**config.mk**
```make
export PLATFORM = sky130hd
export DESIGN_NAME = ins_fetch_queue
export DESIGN_NICKNAME = d
export VERILOG_FILES = /design/src/rtl/ins_fetch_queue_pkg.sv /design/src/rtl/ins_fetch_queue_fifo.sv /design/src/rtl/ins_fetch_queue.sv
export SDC_FILE = /design/constraint.sdc
export NUM_CORES = 1
export LEC_CHECK = 0
export CAP_MARGIN = 15
export CORE_MARGIN = 4
export CORE_UTILIZATION = 44
export DETAILED_ROUTE_END_ITERATION = 6
export PLACE_DENSITY = 0.66
export SLEW_MARGIN = 20
export SYNTH_ARGS = -nofsm -noshare
export SYNTH_HDL_FRONTEND = slang
export SYNTH_SLANG_ARGS = --single-unit
```
**constraint.sdc**
```tcl
create_clock -name clk_i -period 11 [get_ports clk_i]
set_input_delay 2.2 -clock clk_i [delete_from_list [all_inputs] [get_ports clk_i]]
set_output_delay 2.2 -clock clk_i [all_outputs]
set_load 0.05 [all_outputs]
```
**src/rtl/ins_fetch_queue_pkg.sv**
```systemverilog
// Shared constants and entry types for the instruction fetch queue.
// Replaces the legacy riscv_defs.v defines (IFQ_NOP_INS, IFQ_STATE_RUN/HALT).
package ins_fetch_queue_pkg;

  localparam logic [31:0] IFQ_NOP_INS    = 32'h0000_0013;
  localparam logic [0:0]  IFQ_STATE_RUN  = 1'b0;
  localparam logic [0:0]  IFQ_STATE_HALT = 1'b1;

  typedef struct packed {
    logic [31:0] ins;
    logic        err;
  } ifq_ins_t;

  // A faulting fetch hands decode a harmless nop; the err flag carries the trap.
  function automatic ifq_ins_t ifq_make_ins(input logic [31:0] data, input logic err);
    ifq_make_ins.ins = err ? IFQ_NOP_INS : data;
    ifq_make_ins.err = err;
  endfunction

endpackage

```
**src/rtl/ins_fetch_queue_fifo.sv**
```systemverilog
// Synchronous FIFO for the fetch queue: push/pop/flush with fill count.
// Flush and push on the same edge leave exactly the pushed entry in the queue.
module ins_fetch_queue_fifo #(
  parameter int DATA_W = 65,
  parameter int DEPTH  = 4
) (
  input  logic                   clk,
  input  logic                   rst,
  input  logic                   push,
  input  logic [DATA_W-1:0]      push_data,
  input  logic                   pop,
  input  logic                   flush,
  output logic [DATA_W-1:0]      head_data,
  output logic [$clog2(DEPTH):0] fill
);

  localparam int PTR_W = $clog2(DEPTH);
  localparam int CNT_W = PTR_W + 1;

  logic [DATA_W-1:0] mem [DEPTH];
  logic [PTR_W-1:0]  rd_ptr;
  logic [PTR_W-1:0]  wr_ptr;
  logic [PTR_W-1:0]  wr_addr;

  assign wr_addr   = flush ? '0 : wr_ptr;
  assign head_data = mem[rd_ptr];

  always_ff @(posedge clk or posedge rst) begin
    // NOTE: non-blocking assignments so every register samples pre-edge values.
    if (rst) begin
      rd_ptr <= '0;
      wr_ptr <= '0;
      fill   <= '0;
    end else if (flush) begin
      rd_ptr <= '0;
      wr_ptr <= PTR_W'(push);
      fill   <= CNT_W'(push);
    end else begin
      if (push) wr_ptr <= wr_ptr + 1'b1;
      if (pop)  rd_ptr <= rd_ptr + 1'b1;
      fill <= fill + CNT_W'(push) - CNT_W'(pop);
    end
  end

  // NOTE: storage is deliberately not reset; readers qualify head_data with fill != 0.
  always_ff @(posedge clk) begin
    if (push) mem[wr_addr] <= push_data;
  end

endmodule

```
**src/rtl/ins_fetch_queue.sv**
```systemverilog
// Instruction prefetch queue: credit-based word fetch, in-order response buffering, jump flush.
// Optional macro IFQ_JUMP_ALIGN_CHECK_EN: misaligned jump targets raise a fault entry and halt fetching.
module ins_fetch_queue
  import ins_fetch_queue_pkg::*;
#(
  parameter int                C_XLEN         = 32,
  parameter int                C_FIFO_DEPTH   = 4,
  parameter logic [C_XLEN-1:0] C_RESET_VECTOR = '0
) (
  input  logic              clk_i,
  input  logic              reset_i,
  output logic              ireqvalid_o,
  input  logic              ireqready_i,
  output logic [C_XLEN-1:0] ireqaddr_o,
  input  logic              irspvalid_i,
  input  logic [31:0]       irspdata_i,
  input  logic              irsperr_i,
  input  logic              jump_i,
  input  logic [C_XLEN-1:0] jump_addr_i,
  output logic              ins_valid_o,
  input  logic              ins_ready_i,
  output logic [31:0]       ins_o,
  output logic [C_XLEN-1:0] pc_o,
  output logic              ins_err_o
);

  localparam int CNT_W = $clog2(C_FIFO_DEPTH) + 1;

  typedef struct packed {
    ifq_ins_t          ins;
    logic [C_XLEN-1:0] pc;
  } entry_t;

  logic [CNT_W-1:0]  fill;
  logic [CNT_W-1:0]  outstanding;
  logic [CNT_W-1:0]  outstanding_nxt;
  logic [CNT_W-1:0]  discard;
  logic [CNT_W:0]    in_use;
  logic [C_XLEN-1:0] pc_tag;
  logic [C_XLEN-1:0] jump_target;
  logic              running;
  logic              jump_misaligned;
  logic              req_fire;
  logic              rsp_keep;
  logic              fifo_push;
  logic              fifo_pop;
  entry_t            push_entry;
  entry_t            head_entry;

  assign jump_target = jump_addr_i & ~C_XLEN'(3);

`ifdef IFQ_JUMP_ALIGN_CHECK_EN
  logic [0:0] state;

  assign jump_misaligned = jump_i & (jump_addr_i[1:0] != 2'b00);
  assign running         = (state == IFQ_STATE_RUN);

  always_ff @(posedge clk_i or posedge reset_i) begin
    if (reset_i)     state <= IFQ_STATE_RUN;
    else if (jump_i) state <= jump_misaligned ? IFQ_STATE_HALT : IFQ_STATE_RUN;
  end
`else
  assign jump_misaligned = 1'b0;
  assign running         = 1'b1;
`endif

  // Every request in flight already owns a queue slot, so responses can never overflow.
  assign in_use          = {1'b0, fill} + {1'b0, outstanding};
  assign ireqvalid_o     = ~reset_i & running & ~jump_i & (in_use < (CNT_W+1)'(C_FIFO_DEPTH));
  assign req_fire        = ireqvalid_o & ireqready_i;
  assign rsp_keep        = irspvalid_i & ~jump_i & (discard == '0);
  assign outstanding_nxt = outstanding + CNT_W'(req_fire) - CNT_W'(irspvalid_i);

  always_comb begin
    // NOTE: every field gets a default first so no path can infer a latch.
    push_entry.ins = ifq_make_ins(irspdata_i, irsperr_i);
    push_entry.pc  = pc_tag;
    if (jump_misaligned) begin
      push_entry.ins = ifq_make_ins(32'h0, 1'b1);
      push_entry.pc  = jump_addr_i;
    end
  end

  assign fifo_push = rsp_keep | jump_misaligned;
  assign fifo_pop  = ins_valid_o & ins_ready_i;

  ins_fetch_queue_fifo #(
    .DATA_W ($bits(entry_t)),
    .DEPTH  (C_FIFO_DEPTH)
  ) u_fifo (
    .clk       (clk_i),
    .rst       (reset_i),
    .push      (fifo_push),
    .push_data (push_entry),
    .pop       (fifo_pop),
    .flush     (jump_i),
    .head_data (head_entry),
    .fill      (fill)
  );

  // Responses still owed at a jump belong to the old stream and must be dropped.
  always_ff @(posedge clk_i or posedge reset_i) begin
    if (reset_i) begin
      outstanding <= '0;
      discard     <= '0;
      ireqaddr_o  <= C_RESET_VECTOR;
      pc_tag      <= C_RESET_VECTOR;
    end else begin
      outstanding <= outstanding_nxt;
      if (jump_i) begin
        discard    <= outstanding_nxt;
        ireqaddr_o <= jump_target;
        pc_tag     <= jump_target;
      end else begin
        if (irspvalid_i && (discard != '0)) discard <= discard - 1'b1;
        if (req_fire) ireqaddr_o <= ireqaddr_o + C_XLEN'(4);
        if (rsp_keep) pc_tag <= pc_tag + C_XLEN'(4);
      end
    end
  end

  assign ins_valid_o = (fill != '0);
  assign ins_o       = ins_valid_o ? head_entry.ins.ins : '0;
  assign ins_err_o   = ins_valid_o & head_entry.ins.err;
  assign pc_o        = ins_valid_o ? head_entry.pc : '0;

endmodule
```
==> impl_metrics.yaml, run 1 <==
pwr:
  power_density_nw_per_um2: 235
  p_seq_frac: 0.377
  p_leak_uw: 0.00583
  intPower_uw: 2680
  p_clk_frac: 0.305
  switching_share: 0.334
  ir_worst_vdd_mv: 0.169
  switchingPower_uw: 1340
  comb_power_share: 0.319
finish:
  fin_util: 0.555
  fillers: 2454
  nNetsFinal: 1151
  diodes: 0
  drive_gt1_frac: 0.134
  fin_cells: 1489
  finalInstanceArea_um2: 17100
  area_growth_pct: 23.5
outcome:
  status: "completed"
yosys:
  ys_seq_area_frac: 0.678
  synth_area_um2: 13800
  synth_area_leader_cell: "edfxtp_1"
  synth_edf_count: 252
  synth_warnings: 0
  netlist.area_leader.share: 0.547
  yosys_most_used_dff: "edfxtp_1"
  async_reset_ff_frac: 0.225
  synthTopCellsByArea: "edfxtp_1, dfrtp_1, mux4_2"
  synth_cell_types: 49
  synth_seq_cells: 325
  synthCells: 900
  synth_common_cells: "edfxtp_1, dfrtp_1, and2_1"
  synth_most_common_cell: "edfxtp_1"
  avgSynthCellArea_um2: 15.4
placement:
  gp_congestion: 0.823
  dp_hpwl_mm: 17.3
  io_buffers: 163
  place_inst: 1426
  dpl_cell_area_um2: 15900
sta:
  setup_violations: 0
  fmax_mhz: 163
  clock_skew_ps: 7.49
  tns_ps: 0
  period_minus_slack_ps: 6130
  finalHoldViolCount: 0
  relSlewSlack: 0.332
  tightest_slew_ps: 1000
  finalCritPeriodShare: 0.558
  rsz0062_at_grt: "no"
  drv_slew: 0
worst_hold_path:
  hold_start: "ireqaddr_o[31]$_DFFE_PP0N_"
  worstHoldPathType: "reg2reg"
detailed_routing:
  dr.first_iter.drc_count: 426
  drt-vias-per-instance: 5.49
  drtAntennaViolNets: 0
  vias: 8168
  drt-total-wl_mm: 29.2
  post_drt_wl_per_cell_um: 19.6
  drc_errors: 0
  first_pass_iters: 4
grt:
  grt_use_total: 0.173
  grt_pass1_vias: 8475
  grt_max_degree: 75
  grt_pass1_wl_mm: 47.2
  antenna_found_initial: 0
  grt_overflow: 0
clock_tree:
  cts_made_buffers: 36
  htreeDepth: 2
  hold_buffers: 0
  post_cts_buffers: 0
  path_clk_slew_ps: 60
  ctsResizeCount: 0
  cts_tree: "yes"
  clock-root-buffer: "clkbuf_16"
  cts_buffer_depth: 3
  clk-insertion-delay-late_ps: 500
  cts.sink_count: 325
critical_path:
  cp-end-kind: "output pin"
  required_ps: 8800
  critPathMaxFanout: 74
  critPathKind: "in2out"
  reg2reg_from: "u_fifo.fill[2]$_DFF_PP0_"
  cp-startpoint: "jump_i"
  start_kind: "input pin"
  arrival_ps: 3930
  r2r_setup_slack_ps: 7050
die:
  chipWidth_um: 185
  die_h_um: 185
  rows: 64
  io-pin-count: 170
  start_util: 0.449
  core_area_um2: 30800
  die-area_um2: 34400
job:
  cap_violations: 0
critical path, cell delays in order:
cell and delay (ps):
buf_2 90, buf_4 340, nor3_1 290, and3_1 200
clkdlybuf4s50_1 800
path summary, 6_finish.rpt:
check | to | depth (start not counted)
worst min-delay path | ireqaddr_o[31]$_DFFE_PP0N_ | 1
min in group asynchronous | u_fifo.fill[0]$_DFF_PP0_ | 3
worst max register to register | discard[2]$_DFFE_PP0P_ | 12
worst min register to register | ireqaddr_o[31]$_DFFE_PP0N_ | 1
max in group asynchronous | u_fifo.rd_ptr[0]$_DFFE_PP0P_ | 3
worst max-delay path | ireqvalid_o | 5
per-stage QoR:
stage               total power, uW  worst slack, ps  hold WS [ps]
floorplan                      2430             1220           489
global placement               2830             4850           498
detailed placement             2840             4850           505
CTS                            4070             4850           523
global route                   4220             4750           541
finish                         4020             4870           522
cell usage in the layout (no fill, tap or decap), types with 26 or more instances in the layout:
cell type and instances:
o21ai_0 45, nand2_1 63, edfxtp_1 252, mux4_2 63, nor2b_1 30, nor2_1 31
dfrtp_1 71, clkbuf_16 37, xor2_1 26, and2_1 71, clkdlybuf4s50_1 162
area by class of cell:
type | instances | area [um2] | area share
clock buffers | 46 | 970 | 0.0567
clock inverters | 17 | 238 | 0.0139
repair buffers | 176 | 1720 | 0.101
multi-input cells | 510 | 4200 | 0.246
well taps | 396 | 495 | 0.0290
inverters | 19 | 71.3 | 0.00417
flip-flops and latches | 325 | 9400 | 0.550
metal layers:
metal,share of wire,vias up,wire [um],GRT usage
li1,-,3763,-,-
met1,0.46,4089,13400,0.253
met2,0.46,282,13600,0.274
met3,0.066,34,1940,0.0346
met4,0.013,0,376,0.0323
met5,0,-,0,0
registers in the layout, indices dropped and copies added (netlist names):
name and flops:
u_fifo.mem 252, ireqaddr_o 30, pc_tag 30, discard 3
outstanding 3, u_fifo.fill 3, u_fifo.rd_ptr 2, u_fifo.wr_ptr 2
power by group through the flow:
stage | sequential (uW) | combinational, uW | clock [uW]
2_1_floorplan | 1540 | 889 | 0
3_3_place_gp | 1540 | 1300 | 0
3_5_place_dp | 1540 | 1300 | 0
4_1_cts | 1520 | 1310 | 1250
5_1_grt | 1530 | 1370 | 1310
6_report | 1510 | 1280 | 1220
cells by family after synthesis:
kind of cell    synth area share
compound gates            0.0437
xor+xnor                  0.0228
fa+ha+maj                 0.0119
buf+inv                   0.0204
flops                      0.678
mux                        0.102
other cells             0.000271
simple gates               0.120
Note: power is estimated with default switching activity, not from simulation.
==> run 2, diff against run 1 <==
clock period = 5.95 ns   (was 11 ns; I/O delays follow)
==> run 2 against run 1 <==
  * Sequential share of layout area increased by 0.23 points
  * Worst hold slack better by 5.6 ps
  * Clock skew up 15 ps
  * Final area fell by 0.41%
  * Critical path type is now reg2out
  * Critical endpoint is now pc_o[11]
  * Largest power group unchanged
==> impl_metrics.yaml, run 2 (same netlist as run 1, synthesis figures left out) <==
outcome:
  status: "completed"
critical_path:
  critPathKind: "reg2out"
  cp-end-kind: "output pin"
  start_kind: "register"
  arrival_ps: 3260
  critPathMaxFanout: 41
  required_ps: 4760
sta:
  finalHoldViolCount: 0
  drv_slew: 0
  tightest_slew_ps: 996
  rsz0062_at_grt: "no"
  tns_ps: 0
  period_minus_slack_ps: 4450
  fmax_mhz: 225
  final.setup.worst_slack_ps: 1500
  setup_violations: 0
  relSlewSlack: 0.336
  finalCritPeriodShare: 0.748
  clock_skew_ps: 22.1
detailed_routing:
  drtAntennaViolNets: 0
  dr.first_iter.drc_count: 513
  drt-total-wl_mm: 29.5
  first_pass_iters: 5
  vias: 8168
  post_drt_wl_per_cell_um: 19.8
  drt-vias-per-instance: 5.48
  drc_errors: 0
finish:
  area_growth_pct: 23.0
  layout_commonest_cell: "edfxtp_1"
  top_regs: "u_fifo.mem: 252 flops, ireqaddr_o: 30 flops, pc_tag: 30 flops"
  largest_reg_flops: 252
  layout_common_cells: "edfxtp_1, clkdlybuf4s50_1, and2_1, dfrtp_1"
  nNetsFinal: 1153
  regMostFlops: "u_fifo.mem"
  drive_gt1_frac: 0.133
  diodes: 0
clock_tree:
  htreeDepth: 2
  clock-root-buffer: "clkbuf_16"
  path_clk_slew_ps: 70
  cts_tree: "yes"
  cts.sink_count: 325
  ctsResizeCount: 0
  cts_made_buffers: 35
  clk-insertion-delay-late_ps: 510
  hold_buffers: 0
  post_cts_buffers: 0
  cts_buffer_depth: 3
die:
  io-pin-count: 170
  core_area_um2: 30800
  die_h_um: 185
  start_util: 0.449
  chipWidth_um: 185
  rows: 64
  die-area_um2: 34400
pwr:
  ir_worst_vdd_mv: 0.192
  p_leak_uw: 0.00580
  power_density_nw_per_um2: 425
grt:
  grt_use_total: 0.172
  antenna_found_initial: 0
  grt_pass1_wl_mm: 46.2
  grt_max_degree: 74
  grt_pass1_vias: 8257
  grt_overflow: 0
worst_hold_path:
  worstHoldPathType: "reg2reg"
placement:
  dp_hpwl_mm: 18.2
  gp_congestion: 0.819
  io_buffers: 163
  preCtsSetupSlack_ps: 1920
job:
  cap_violations: 0
==> run 2: changes by cell type in the layout (fill, tap and decap cells not counted), sizes merged <==
cell	previous run	this run
buf	14	17
bufinv	6	2
clkbuf	46	44
clkinv	10	15
clkinvlp	1	0
==> run 2: final timing paths <==
kind | to | slack (ps) | depth (start not counted) | start
max | pc_o[11] | 1500 | 4 | u_fifo.rd_ptr[0]$_DFFE_PP0P_
min | ireqaddr_o[31]$_DFFE_PP0N_ | 530 | 1 | ireqaddr_o[31]$_DFFE_PP0N_
max reg2reg | discard[2]$_DFFE_PP0P_ | 2800 | 14 | u_fifo.fill[2]$_DFF_PP0_
min reg2reg | ireqaddr_o[31]$_DFFE_PP0N_ | 530 | 1 | ireqaddr_o[31]$_DFFE_PP0N_
max in group asynchronous | u_fifo.rd_ptr[0]$_DFFE_PP0P_ | 3940 | 3 | reset_i
min in group asynchronous | u_fifo.fill[2]$_DFF_PP0_ | 1310 | 3 | reset_i
==> run 2: routing by layer <==
layer	wire length, um	track usage	share of wire	up-vias
met5	0	0	0	-
met4	380	0.0358	0.013	0
met3	1890	0.0348	0.064	32
met2	13800	0.271	0.47	278
met1	13400	0.251	0.45	4087
li1	-	-	-	3771
==> run 2: layout make-up <==
type                    instances  area [um2]
well taps                     396         495
fillers                      2480       13800
inverters                      19        71.3
repair buffers                179        1760
flip-flops and latches        325        9400
multi-input cells             510        4220
clock inverters                17         133
clock buffers                  44         952
==> run 2: metrics by stage <==
step / total power, uW / util / cells / hold slack, ps / instance area [um2]
floorplan: 4490 / - / 903 / 489 / 13900
global placement: 5260 / 0.517 / 1429 / 500 / 15900
detailed placement: 5290 / 0.517 / 1429 / 510 / 15900
CTS: 7350 / 0.552 / 1490 / 529 / 17000
global route: 7580 / 0.552 / 1490 / 552 / 17000
finish: 7250 / 0.552 / 1490 / 527 / 17000
==> run 2: where the power goes <==
group | leakage, uW | switching, uW | total, uW | internal (uW)
registers | 0.00318 | 223 | 2830 | 2610
clock network | 0.000533 | 829 | 2050 | 1220
logic | 0.00209 | 1430 | 2370 | 943
total | 0.00580 | 2480 | 7250 | 4770
==> run 2: worst max-delay path, cell delays in order, from the launching register on <==
cell             delay, ps
dfrtp_4                980
buf_12                 320
mux4_2                 510
and2_1                 160
clkdlybuf4s50_1        750
